**config.mk**
```make
export PLATFORM = sky130hd
export DESIGN_NAME = uart_rx_ctrl
export DESIGN_NICKNAME = d
export VERILOG_FILES = /design/src/rtl/uart_rx_ctrl.sv
export SDC_FILE = /design/constraint.sdc
export NUM_CORES = 1
export LEC_CHECK = 0
export ABC_AREA = 1
export CELL_PAD_IN_SITES_DETAIL_PLACEMENT = 2
export CELL_PAD_IN_SITES_GLOBAL_PLACEMENT = 2
export CORE_UTILIZATION = 30
export DETAILED_ROUTE_END_ITERATION = 12
export PLACE_DENSITY = 0.95
export SLEW_MARGIN = 30
export SYNTH_ARGS = -nofsm -noshare
export SYNTH_HDL_FRONTEND = slang
export SYNTH_SLANG_ARGS = --single-unit
```
**constraint.sdc**
```tcl
create_clock -name CLK -period 2.6 [get_ports CLK]
set_input_delay 0.52 -clock CLK [delete_from_list [all_inputs] [get_ports CLK]]
set_output_delay 0.52 -clock CLK [all_outputs]
set_load 0.02 [all_outputs]
```
**src/rtl/uart_rx_ctrl.sv**
```systemverilog
// uart_rx_ctrl: UART receive sequencer; walks start/data/parity/stop bits on an
// oversampling edge counter, strobes the checkers and deserializer, flags each frame.
module uart_rx_ctrl #(
    parameter int DATA_WIDTH = 8,
    parameter int PRESC_W    = 6
) (
    input  logic               CLK,
    input  logic               RST,
    input  logic               RX_IN,
    input  logic               PAR_EN,
    input  logic [PRESC_W-1:0] PRESCALE,
    input  logic               strt_glitch,
    input  logic               par_err,
    input  logic               stp_err,
    output logic [PRESC_W-1:0] edge_cnt,
    output logic [3:0]         bit_cnt,
    output logic               dat_samp_en,
    output logic               strt_chk_en,
    output logic               par_chk_en,
    output logic               stp_chk_en,
    output logic               deser_en,
    output logic               data_valid,
    output logic               PAR_ERROR,
    output logic               STP_ERROR
);
    typedef enum logic [2:0] {IDLE, START, DATA, PARITY, STOP} state_t;
    state_t             state_q;
    logic [PRESC_W-1:0] edge_q, p_lat_q, p_lat_d;
    logic [3:0]         bit_q;
    logic               par_err_q, stp_err_q, valid_q, eob;
    // Ratios below 2 cannot form a bit period, so fall back to 8.
    assign p_lat_d = (PRESCALE < PRESC_W'(2)) ? PRESC_W'(8) : PRESCALE;
    assign eob     = edge_q == p_lat_q - PRESC_W'(1);
    assign dat_samp_en = state_q != IDLE;
    assign strt_chk_en = state_q == START;
    assign par_chk_en  = state_q == PARITY;
    assign stp_chk_en  = state_q == STOP;
    assign deser_en    = (state_q == DATA) && eob;
    assign edge_cnt    = edge_q;
    assign bit_cnt     = bit_q;
    assign data_valid  = valid_q;
    assign PAR_ERROR   = par_err_q;
    assign STP_ERROR   = stp_err_q;
    always_ff @(posedge CLK or posedge RST) begin
        if (RST) begin
            state_q   <= IDLE;
            edge_q    <= '0;
            bit_q     <= '0;
            p_lat_q   <= PRESC_W'(8);
            par_err_q <= 1'b0;
            stp_err_q <= 1'b0;
            valid_q   <= 1'b0;
        end else begin
            valid_q <= 1'b0;
            if (state_q == IDLE) begin
                edge_q <= '0;
                bit_q  <= '0;
                if (!RX_IN) begin
                    state_q   <= START;
                    p_lat_q   <= p_lat_d;
                    par_err_q <= 1'b0;
                    stp_err_q <= 1'b0;
                end
            end else if (eob) begin
                edge_q <= '0;
                bit_q  <= bit_q + 4'd1;
                case (state_q)
                    START: begin
                        state_q <= strt_glitch ? IDLE : DATA;
                        if (strt_glitch) bit_q <= '0;
                    end
                    DATA: if (bit_q == 4'(DATA_WIDTH)) state_q <= PAR_EN ? PARITY : STOP;
                    PARITY: begin
                        par_err_q <= par_err;
                        state_q   <= STOP;
                    end
                    STOP: begin
                        stp_err_q <= stp_err;
                        valid_q   <= !stp_err && !par_err_q;
                        state_q   <= IDLE;
                        bit_q     <= '0;
                    end
                    default: state_q <= IDLE;
                endcase
            end else begin
                edge_q <= edge_q + PRESC_W'(1);
            end
        end
    end
endmodule

```
* Word level (Yosys, flattened, before mapping)
Cells that the tools add are included.
Word-level totals: flip-flop bits (word level) 22, bits in latches 0, RAM bits 0, ROM bits 0, word-level logic and storage cells 57, memories 0
Operators by class: $add $sub $neg 3, $mul 0, div/mod/pow operators 0, magnitude comparators 1, equal/unequal tests 8, shift-type cells 0, muxes and demuxes 24, bitwise logic cells 1, reductions and logical operators 13
Operators with widths (count):
- $mux 6 | 3
- $mux 3 | 5
- $mux 4 | 3
- $mux 1 | 10
- $pmux 3 s3 | 1
- $reduce_and 3->1 | 3
- $pmux 4 s2 | 1
- $add 6x1->6 const B | 1
- $eq 3x2->1 const B | 2
- $eq 6x6->1 | 1
- $lt 6x2->1 const B | 1
- $reduce_bool 2->1 | 3
- $sub 6x1->6 const B | 1
- $add 4x1->4 const B | 1
- $eq 4x4->1 const B | 1
- $eq 3x1->1 const B | 1
- $eq 3x3->1 const B | 1
- $logic_not 3->1 | 1
- $ne 3x1->1 const B | 1
- $reduce_bool 3->1 | 1
- $logic_and 1x1->1 | 2
- $logic_not 1->1 | 2
- $mux 2 | 1
- $ne 2x2->1 const B | 1
- 2 further kinds | 2

* Logic depth before layout (Yosys ltp)
Gate-level depths: netlist of run 1.
depth in word-level cells 5, gate-level depth with buffers 13, gate-level depth less buffers 13

* Worst setup path after synthesis of run 1
OpenSTA, ideal clock, no wires.
path kind register to output, start point register p_lat_q[0], end point output deser_en, arrival 1.511 ns, path slack 0.569 ns, stages on the path, launching flop included 8, path buffers 0, cell sequence dfrtp_1 inv_2 ha_1 xor2_1 nand3_1 nor2_1 nand3_2 nor2_1
Between the ends: longest elaborated chain between the ends 3
RTL lines:
- from (decl) | RTL line 28 | logic [PRESC_W-1:0] edge_q, p_lat_q, p_lat_d;
- from (signal assigned) | RTL line 60 | p_lat_q <= p_lat_d;
- $sub 6x1->6 | RTL line 33 | assign eob = edge_q == p_lat_q - PRESC_W'(1);
- $eq 6x6->1 | RTL line 33
- $logic_and 1x1->1 | RTL line 38 | assign deser_en = (state_q == DATA) && eob;
- to (decl) | RTL line 21 | output logic deser_en,
Every way passes these cells.

* Worst setup path in the final report of run 1
start point register p_lat_q[1], end point output deser_en
Same word-level chain as after synthesis.

==> results of run 1 <==
## power by group
group,leakage [uW],switching (uW),internal [uW],total (uW)
logic,0.000593,684,389,1070
registers,0.000289,116,445,561
clock network,0.0000228,123,110,232
total,0.000905,923,944,1870
## per-layer routing
layer / part of all wire / GRT usage / up-vias
li1: - / - / 653
met1: 0.45 / 0.220 / 651
met2: 0.52 / 0.328 / 20
met3: 0.025 / 0.0320 / 4
met4: 0.0058 / 0.0467 / 0
met5: 0 / 0 / -
## cell usage after synthesis (all sizes together)
library cell	n
xnor2	1
ha	4
xor2	7
nand3	22
o311ai	1
inv	28
a21oi	2
a22oi	1
nand4	1
buf	1
dfrtp	21
nor3	3
o21ai	7
dfstp	1
nor2	27
nand2	58
a31oi	1
## worst min path at each step
stage,from,slack (ns),end,cells after the start
after floorplan,state_q[0],0.49,state_q[0],2
after global placement,PAR_ERROR,0.46,data_valid,1
after detailed placement,PAR_ERROR,0.47,data_valid,1
after CTS,PAR_ERROR,0.48,data_valid,1
after global routing,PAR_ERROR,0.50,data_valid,1
final,PAR_ERROR,0.48,data_valid,1
## state kept, by name, summed over array words and instances (netlist names)
signal and cells:
edge_cnt 6, STP_ERROR 1, state_q 3, PAR_ERROR 1
bit_cnt 4, p_lat_q 6, data_valid 1
## stage by stage
stage               hold slack, ns  std cells  worst slack, ns  total power [uW]
detailed placement           0.466        272          0.00666              1660
floorplan                    0.486        186            0.569              1290
finish                       0.475        276            0.169              1870
global placement             0.462        272            0.114              1590
global route                 0.505        276           0.0409              2020
CTS                          0.482        276           0.0129              1900
## cells by family (layout without fill, tap and decap cells)
logic type | after synthesis | after routing
buf+inv | 29 | 67
fa+ha+maj | 4 | 4
simple gates | 111 | 111
xor+xnor | 8 | 8
compound gates | 12 | 12
flops | 22 | 22
## repair_timing
action                     in CTS  in global routing
buffers inserted                0                  0
setup endpoints to repair       1                  1
gates resized for setup         2                  1
## layout make-up
class,count,area [um^2],area share
clock buffers,4,45.0,0.0250
inverters,28,105,0.0583
multi-input cells,135,702,0.390
flip-flops and latches,22,552,0.306
well taps,52,65.1,0.0361
repair buffers,35,333,0.185
==> reports/qor.txt, run 1 <==
Routed Antenna Nets: 0
post-synthesis adder-cell area fraction: 0.0364
Crit path largest cell delay: 0.40 ns
f_max: 0.411 GHz
Max-cap violations: 0
vias: 1328
mux contribution to synthesized area: 0
placed inst area: 1760 um^2
Via density: 4.81
Synth cell types: 24
CP endpoint: deser_en
Period minus WS final: 2.43 ns
area leader, netlist: dfrtp_1
root buffer cell: clkbuf_8
Mapped Area: 1370 um^2
clock sink count: 22
commonest cells after routing, fill and taps aside: nand2_1 (56), clkdlybuf4s50_1 (29), nor2_1 (23)
Detailed Place HPWL: 3370 um
vias in the first global route: 1452
CTS tree: done
Critical Path Source: p_lat_q[1]
main combinational cell family by area after synthesis: simple AND/OR/NAND/NOR gates
syn_nets: 203
part of the cycle the worst path needs: 0.935
kind of cell adding the most delay to the critical path: simple AND/OR/NAND/NOR gates
Worst Clk Skew: 0.00687 ns
worst relative slew slack: 0.741
commonest non-fill, non-tap cell in the layout: nand2_1
DRC: 0
data arrival time of the worst path: 1.91 ns
CTS buffer count: 3
HP Class: reg -> reg
DR WL/cell: 14.9 um
area grow syn2layout: 31.1%
cell mode on critical path: nor2_1
Pleak: 0.000905 uW
post-synthesis cell count: 186
I/O Buffers: 30
Worst R2R End: bit_cnt[2]
largest net degree at the start of global routing: 23
first-pass GRT wire length: 6810 um
WS Path Type: reg -> out
measured slew at the worst slew-check pin: 0.385 ns
Post-CTS Hold Fix Bufs: 0
Synthesis Warnings: 0
Hold Vio Cnt, Final: 0
initial DRC count: 32
Synth Area in XOR/XNOR: 0.0619
crit-path cells: inv_1 > ha_1 > xor2_1 > nand3_1 > nor2_1 > nand3_2 > nor2_1 > clkbuf_2
CP endpoint kind: output port
Clk Latency, worst-skew pair: 0.27 ns
RR Startpoint: p_lat_q[1]
worst-path fanout max: 2
VDD IR max: 364 uV
Synth area leaders: dfrtp_1 (38%), nand2_1 (15%), nand3_1 (7.7%), nor2_1 (6.3%), inv_1 (6.0%)
die span in y: 69.7 um
chip width: 69.7 um
Critical path buffers and inverters: 2
initial core utilization: 0.313
ant diodes: 0
Core Util, Final: 0.411
DR pass1 iterations: 4
average cell area after synthesis: 7.39 um^2
PD cells: 1040 nW/um^2
R2R setup slack: 0.61 ns
drt total wl: 4110 um
CTS clk-pin slew, worst paths: 0.09 ns
H-tree depth: 1
finished layout cell area: 1800 um^2
status: finished, final reports clean
number of antenna violations at the first check in global routing: 0
setup TNS: 0 ns
FF-to-FF path depth: 11
layout cells sized above 1: 0.116
row cnt: 24
Levels on crit path: 8
GPL Wtd Cong: 0.770
clk buf depth: 2
RSZ-0062 raised after global routing: no
pins over their slew limit: 0
Post-Synth Simple-Gate Area: 0.361
CP startpoint kind: flop
gr ovfl total: 0
NumNets Final: 242
IO Pins: 31
area share of the largest cell type after synthesis: 0.383
die area: 4850 um^2
Tot GR Track Use: 0.181
Setup Viol. Count Final: 0
#FFs+latches synth: 22
Critical-path top delay cell: dfrtp_1
CP Data Required Time: 2.08 ns
post-synthesis compound-gate area fraction: 0.0519
final-layout fill cell count: 534
core area: 4380 um^2
register area share after synthesis: 0.402
Power figures use the tool's default switching activity.
==> run 2, diff against run 1 <==
- CAP_MARGIN: not set -> 40
==> results of run 2 <==
No change in the layout: final DEF, timing and power equal those of run 1.
==> RTL change 1 (flow settings as in run 2) <==
`PRESC_W`: 6 -> 5.
--- a/src/rtl/uart_rx_ctrl.sv
+++ b/src/rtl/uart_rx_ctrl.sv
@@ -2,7 +2,7 @@
 // oversampling edge counter, strobes the checkers and deserializer, flags each frame.
 module uart_rx_ctrl #(
     parameter int DATA_WIDTH = 8,
-    parameter int PRESC_W    = 6
+    parameter int PRESC_W    = 5
 ) (
     input  logic               CLK,
     input  logic               RST,
Ports: changed (resized PRESCALE and edge_cnt); port bits go from 31 to 29. No check against the original RTL was run, so the function may have changed too.
==> RTL change 1 against run 2 <==
Sequential cell count shrank 2. Clock power grew 43%. Synthesized cell count shrank 7.5%. Total power grew 7.3%. Via count shrank 4.4%. Synthesized area shrank 11%. Design area shrank 7.2%. Wire length grew 9.0%. Setup slack lost 0.10 ns. First-iteration DRC count is the same. Fmax shrank 4.1%. Critical endpoint unchanged. Largest power group unchanged.
==> RTL change 1: results (changes against run 2) <==
The synthesized instance count was 172 (was 186); the average wire per standard cell was 17.7 µm (was 14.9 µm). For the combinational power, the log shows 1.15 mW (was 1.07 mW). The run gives -0.000490 ns (was 0.00666 ns) as the worst setup slack after placement.

The synthesized netlist net count was 188 (was 203). For the global-route track usage on met2, the log shows 41.8% (was 32.8%). The run gives 431 (was 534) as the number of fill cells in the layout. Met3 usage: 3.10% (was 3.20%). The flow ran to the end, and the final reports show no timing, DRC or antenna violations. The via count of the first global-routing pass is 1447 (was 1452). The worst-margin pin slew was 0.352 ns (was 0.385 ns); the via total after detailed routing was 1270 (was 1328). The power drawn by the clock network came out at 0.332 mW (was 0.232 mW). Most used standard cells in the synthesized netlist: 53 x sky130_fd_sc_hd__nand2_1, 28 x sky130_fd_sc_hd__inv_1, 19 x sky130_fd_sc_hd__dfrtp_1 (was 56 x sky130_fd_sc_hd__nand2_1, 23 x sky130_fd_sc_hd__nor2_1, 22 x sky130_fd_sc_hd__inv_1). Number of cells in the design after placement: 247 (was 272). The area of placed instances is 0.00155 mm² (was 0.00176 mm²). The number of port buffers works out to 28 (was 30).

For the net total in the final layout, the log shows 222 (was 242). The post-layout worst setup margin was 0.0644 ns (was 0.169 ns). The detailed-routing wirelength on met1 is 1830 µm (was 1860 µm), and the depth of the worst register-to-register path is 13 (was 11). The via count normalized by instance count works out to 5.02 (was 4.81). The final RePlAce weighted congestion is 0.860 (was 0.770), and the share of total power consumed by net switching is 49.9% (was 49.4%).

The total routing resource utilization after global routing came out at 22.1% (was 18.1%). The logs give 2410 µm (was 2120 µm) for the met2 wire length and 3150 µm (was 3370 µm) for the HPWL after detailed placement. The tools report the endpoint of the lowest-slack register-to-register path as bit_cnt[0] (was bit_cnt[2]).

The proportion of layout cells with a drive suffix above 1 was 10.7% (was 11.6%). The logs give 0.452 mV (was 0.364 mV) for the worst vdd rail ir drop and 0.999 mW (was 0.923 mW) for the reported net switching power. For the maximum number of pins on one net before global-route repair, the log shows 21 (was 23).
-- RTL change 1: worst max-delay path, delay by kind of cell, from the launching register on --
family	cells	cell delay [ns]
simple gates	7	0.74
flops	1	0.41
buf+inv	3	0.30
fa+ha+maj	1	0.28
-- RTL change 1: final cells by class --
cell class	instances	area [µm²]	area share, %
Multi-Input combinational cell	120	607	36.3
Sequential cell	20	502	30.0
Timing Repair Buffer	31	320	19.1
Inverter	30	113	6.73
Tap cell	48	60.1	3.59
Clock buffer	3	41.3	2.47
Clock inverter	1	30.0	1.80
-- RTL change 1: cell families after synthesis --
group,after synthesis,share of synthesized area [%]
compound gates,14,6.14
xor+xnor,5,3.58
fa+ha+maj,4,4.09
buf+inv,32,10.7
flops,20,41.0
simple gates,97,34.4
-- RTL change 1: timing repair --
action                                  4_1_cts  5_1_grt
hold buffers                                  0        0
buffers inserted                              1        0
endpoints found under the setup margin        1        1
pin swaps                                     0        2
hold endpoints to repair                      0        0
resized for setup                             5        4
==> RTL change 2 (flow settings as in run 2) <==
Without the edit above. Reset style: synchronous (`RST`), changed in one clocked block.
--- a/src/rtl/uart_rx_ctrl.sv
+++ b/src/rtl/uart_rx_ctrl.sv
@@ -41,7 +41,7 @@
     assign data_valid  = valid_q;
     assign PAR_ERROR   = par_err_q;
     assign STP_ERROR   = stp_err_q;
-    always_ff @(posedge CLK or posedge RST) begin
+    always_ff @(posedge CLK) begin
         if (RST) begin
             state_q   <= IDLE;
             edge_q    <= '0;
Behaviour: differs if RST is asserted again (counterexample within 4 cycles, from zero or initial values and one cycle with RST high); with RST held inactive, the same outputs for 10 cycles.
==> RTL change 2 against run 2 <==
Wire length up 10%. Sequential power is 18% lower. Design area is 3.8% lower. Largest power group unchanged. Critical path depth increased by 1. Via count is 3.2% higher. Synthesized area is 6.6% lower. Highest routed layer unchanged. Sequential cell count unchanged. Setup slack worse by 0.015 ns. Core utilization increased by 1.6 points. Non-clock buffer count increased by 1. Total power is 19% lower. Global-route usage up 4.0 points. First-iteration DRC count rose by 19%.
==> RTL change 2: results (changes against run 2) <==
The run finished with clean final reports. The average wire per standard cell came out at 16.5 µm (was 14.9 µm). The static leakage power is 0.732 nW (was 0.905 nW), and the wire length of the first global-routing pass is 7230 µm (was 6810 µm). The total routing resource utilization after global routing is 22.1% (was 18.1%), and the global-route track usage on met2 is 39.8% (was 32.8%).

The share of the yosys chip area belonging to registers is 34.3% (was 40.2%), and the worst vdd rail ir drop is 0.376 mV (was 0.364 mV). Most used standard cells in the synthesized netlist: 46 x sky130_fd_sc_hd__nand2_1, 27 x sky130_fd_sc_hd__inv_1, 22 x sky130_fd_sc_hd__dfxtp_1 (was 56 x sky130_fd_sc_hd__nand2_1, 23 x sky130_fd_sc_hd__nor2_1, 22 x sky130_fd_sc_hd__inv_1). The proportion of layout cells with a drive suffix above 1 is 13.3% (was 11.6%), and the area share of the largest cell type after synthesis is 34.3% (was 38.3%). The met2 wire length was 2280 µm (was 2120 µm). The final RePlAce weighted congestion was 0.840 (was 0.770). Main flop type after synthesis: sky130_fd_sc_hd__dfxtp_1 (was sky130_fd_sc_hd__dfrtp_1). The run gives 28 (was 24) as the number of different library cells in the post-synthesis netlist. The run gives 101 µm (was 104 µm) as the routed length on met3.

The met1 capacity usage during global routing is 25.5% (was 22.0%). Adder and majority gate portion of the synthesized area: 3.90% (was 3.64%). The post-synthesis share of cell area spent on xor and xnor gates was 4.10% (was 6.19%); the via count normalized by instance count was 4.99 (was 4.81). Top cells by area, synth: sky130_fd_sc_hd__dfxtp_1 34%, sky130_fd_sc_hd__nand2_1 13%, sky130_fd_sc_hd__inv_1 7.9%, sky130_fd_sc_hd__nor2_1 5.3%, sky130_fd_sc_hd__a21oi_1 5.1% (was sky130_fd_sc_hd__dfrtp_1 38%, sky130_fd_sc_hd__nand2_1 15%, sky130_fd_sc_hd__nand3_1 7.7%, sky130_fd_sc_hd__nor2_1 6.3%, sky130_fd_sc_hd__inv_1 6.0%). The number of cells in the design after placement is 270 (was 272). The HPWL after detailed placement is 3400 µm (was 3370 µm), and the arrival time of data at the critical path endpoint is 1.93 ns (was 1.91 ns).

The tools report the worst hold path startpoint as p_lat_q[5] (was PAR_ERROR). The worst setup slack after placement was 0.0187 ns (was 0.00666 ns). The tools report the endpoint of the lowest-slack register-to-register path as PAR_ERROR (was bit_cnt[2]). Met3 usage: 3.38% (was 3.20%). The depth of the worst register-to-register path is 10 (was 11), and the synthesized netlist net count is 204 (was 203). The final instance count without filler cells is 275 (was 276).
RTL change 2: where the power goes:
group / internal (mW) / total [mW] / switching, mW
clock: 0.136 / 0.261 / 0.126
sequential: 0.397 / 0.459 / 0.0619
combinational: 0.286 / 0.799 / 0.513
RTL change 2: what timing repair did:
| item | in CTS | in global routing |
|---|---|---|
| setup endpoints to repair | 1 | 1 |
| setup buffers | 0 | 1 |
| resized for setup | 5 | 2 |
| pin swaps | 0 | 2 |
| endpoints found under the hold margin | 0 | 0 |
RTL change 2: area by class of cell:
cell class,instances,area (µm²)
Fill cell,476,2320
Multi-Input combinational cell,133,717
Sequential cell,22,440
Timing Repair Buffer,36,343
Inverter,30,115
Tap cell,50,62.6
Clock buffer,4,55.1
RTL change 2: worst min path at each step:
stage	to	slack, ns	cells after the start
floorplan	p_lat_q[5]	0.44	2
global placement	p_lat_q[5]	0.46	2
detailed placement	p_lat_q[5]	0.48	2
CTS	p_lat_q[5]	0.49	2
global route	p_lat_q[5]	0.53	2
finish	p_lat_q[5]	0.48	2
RTL change 2: worst max-delay path, stage by stage (launching register included):
cell and delay, ns:
sky130_fd_sc_hd__dfxtp_1 0.36, sky130_fd_sc_hd__inv_1 0.08, sky130_fd_sc_hd__ha_1 0.33, sky130_fd_sc_hd__xnor2_1 0.16, sky130_fd_sc_hd__nor2_1 0.15, sky130_fd_sc_hd__nand3_2 0.13
sky130_fd_sc_hd__nor2_4 0.14, sky130_fd_sc_hd__inv_4 0.04, sky130_fd_sc_hd__nor3_2 0.10, sky130_fd_sc_hd__buf_4 0.16
RTL change 2: metrics by stage:
step | util, % | instance area, µm²
finish | 42.7 | 1730
global route | 42.7 | 1730
CTS | 42.3 | 1720
detailed placement | 41.1 | 1670
global placement | 41.1 | 1670
floorplan | - | 1280
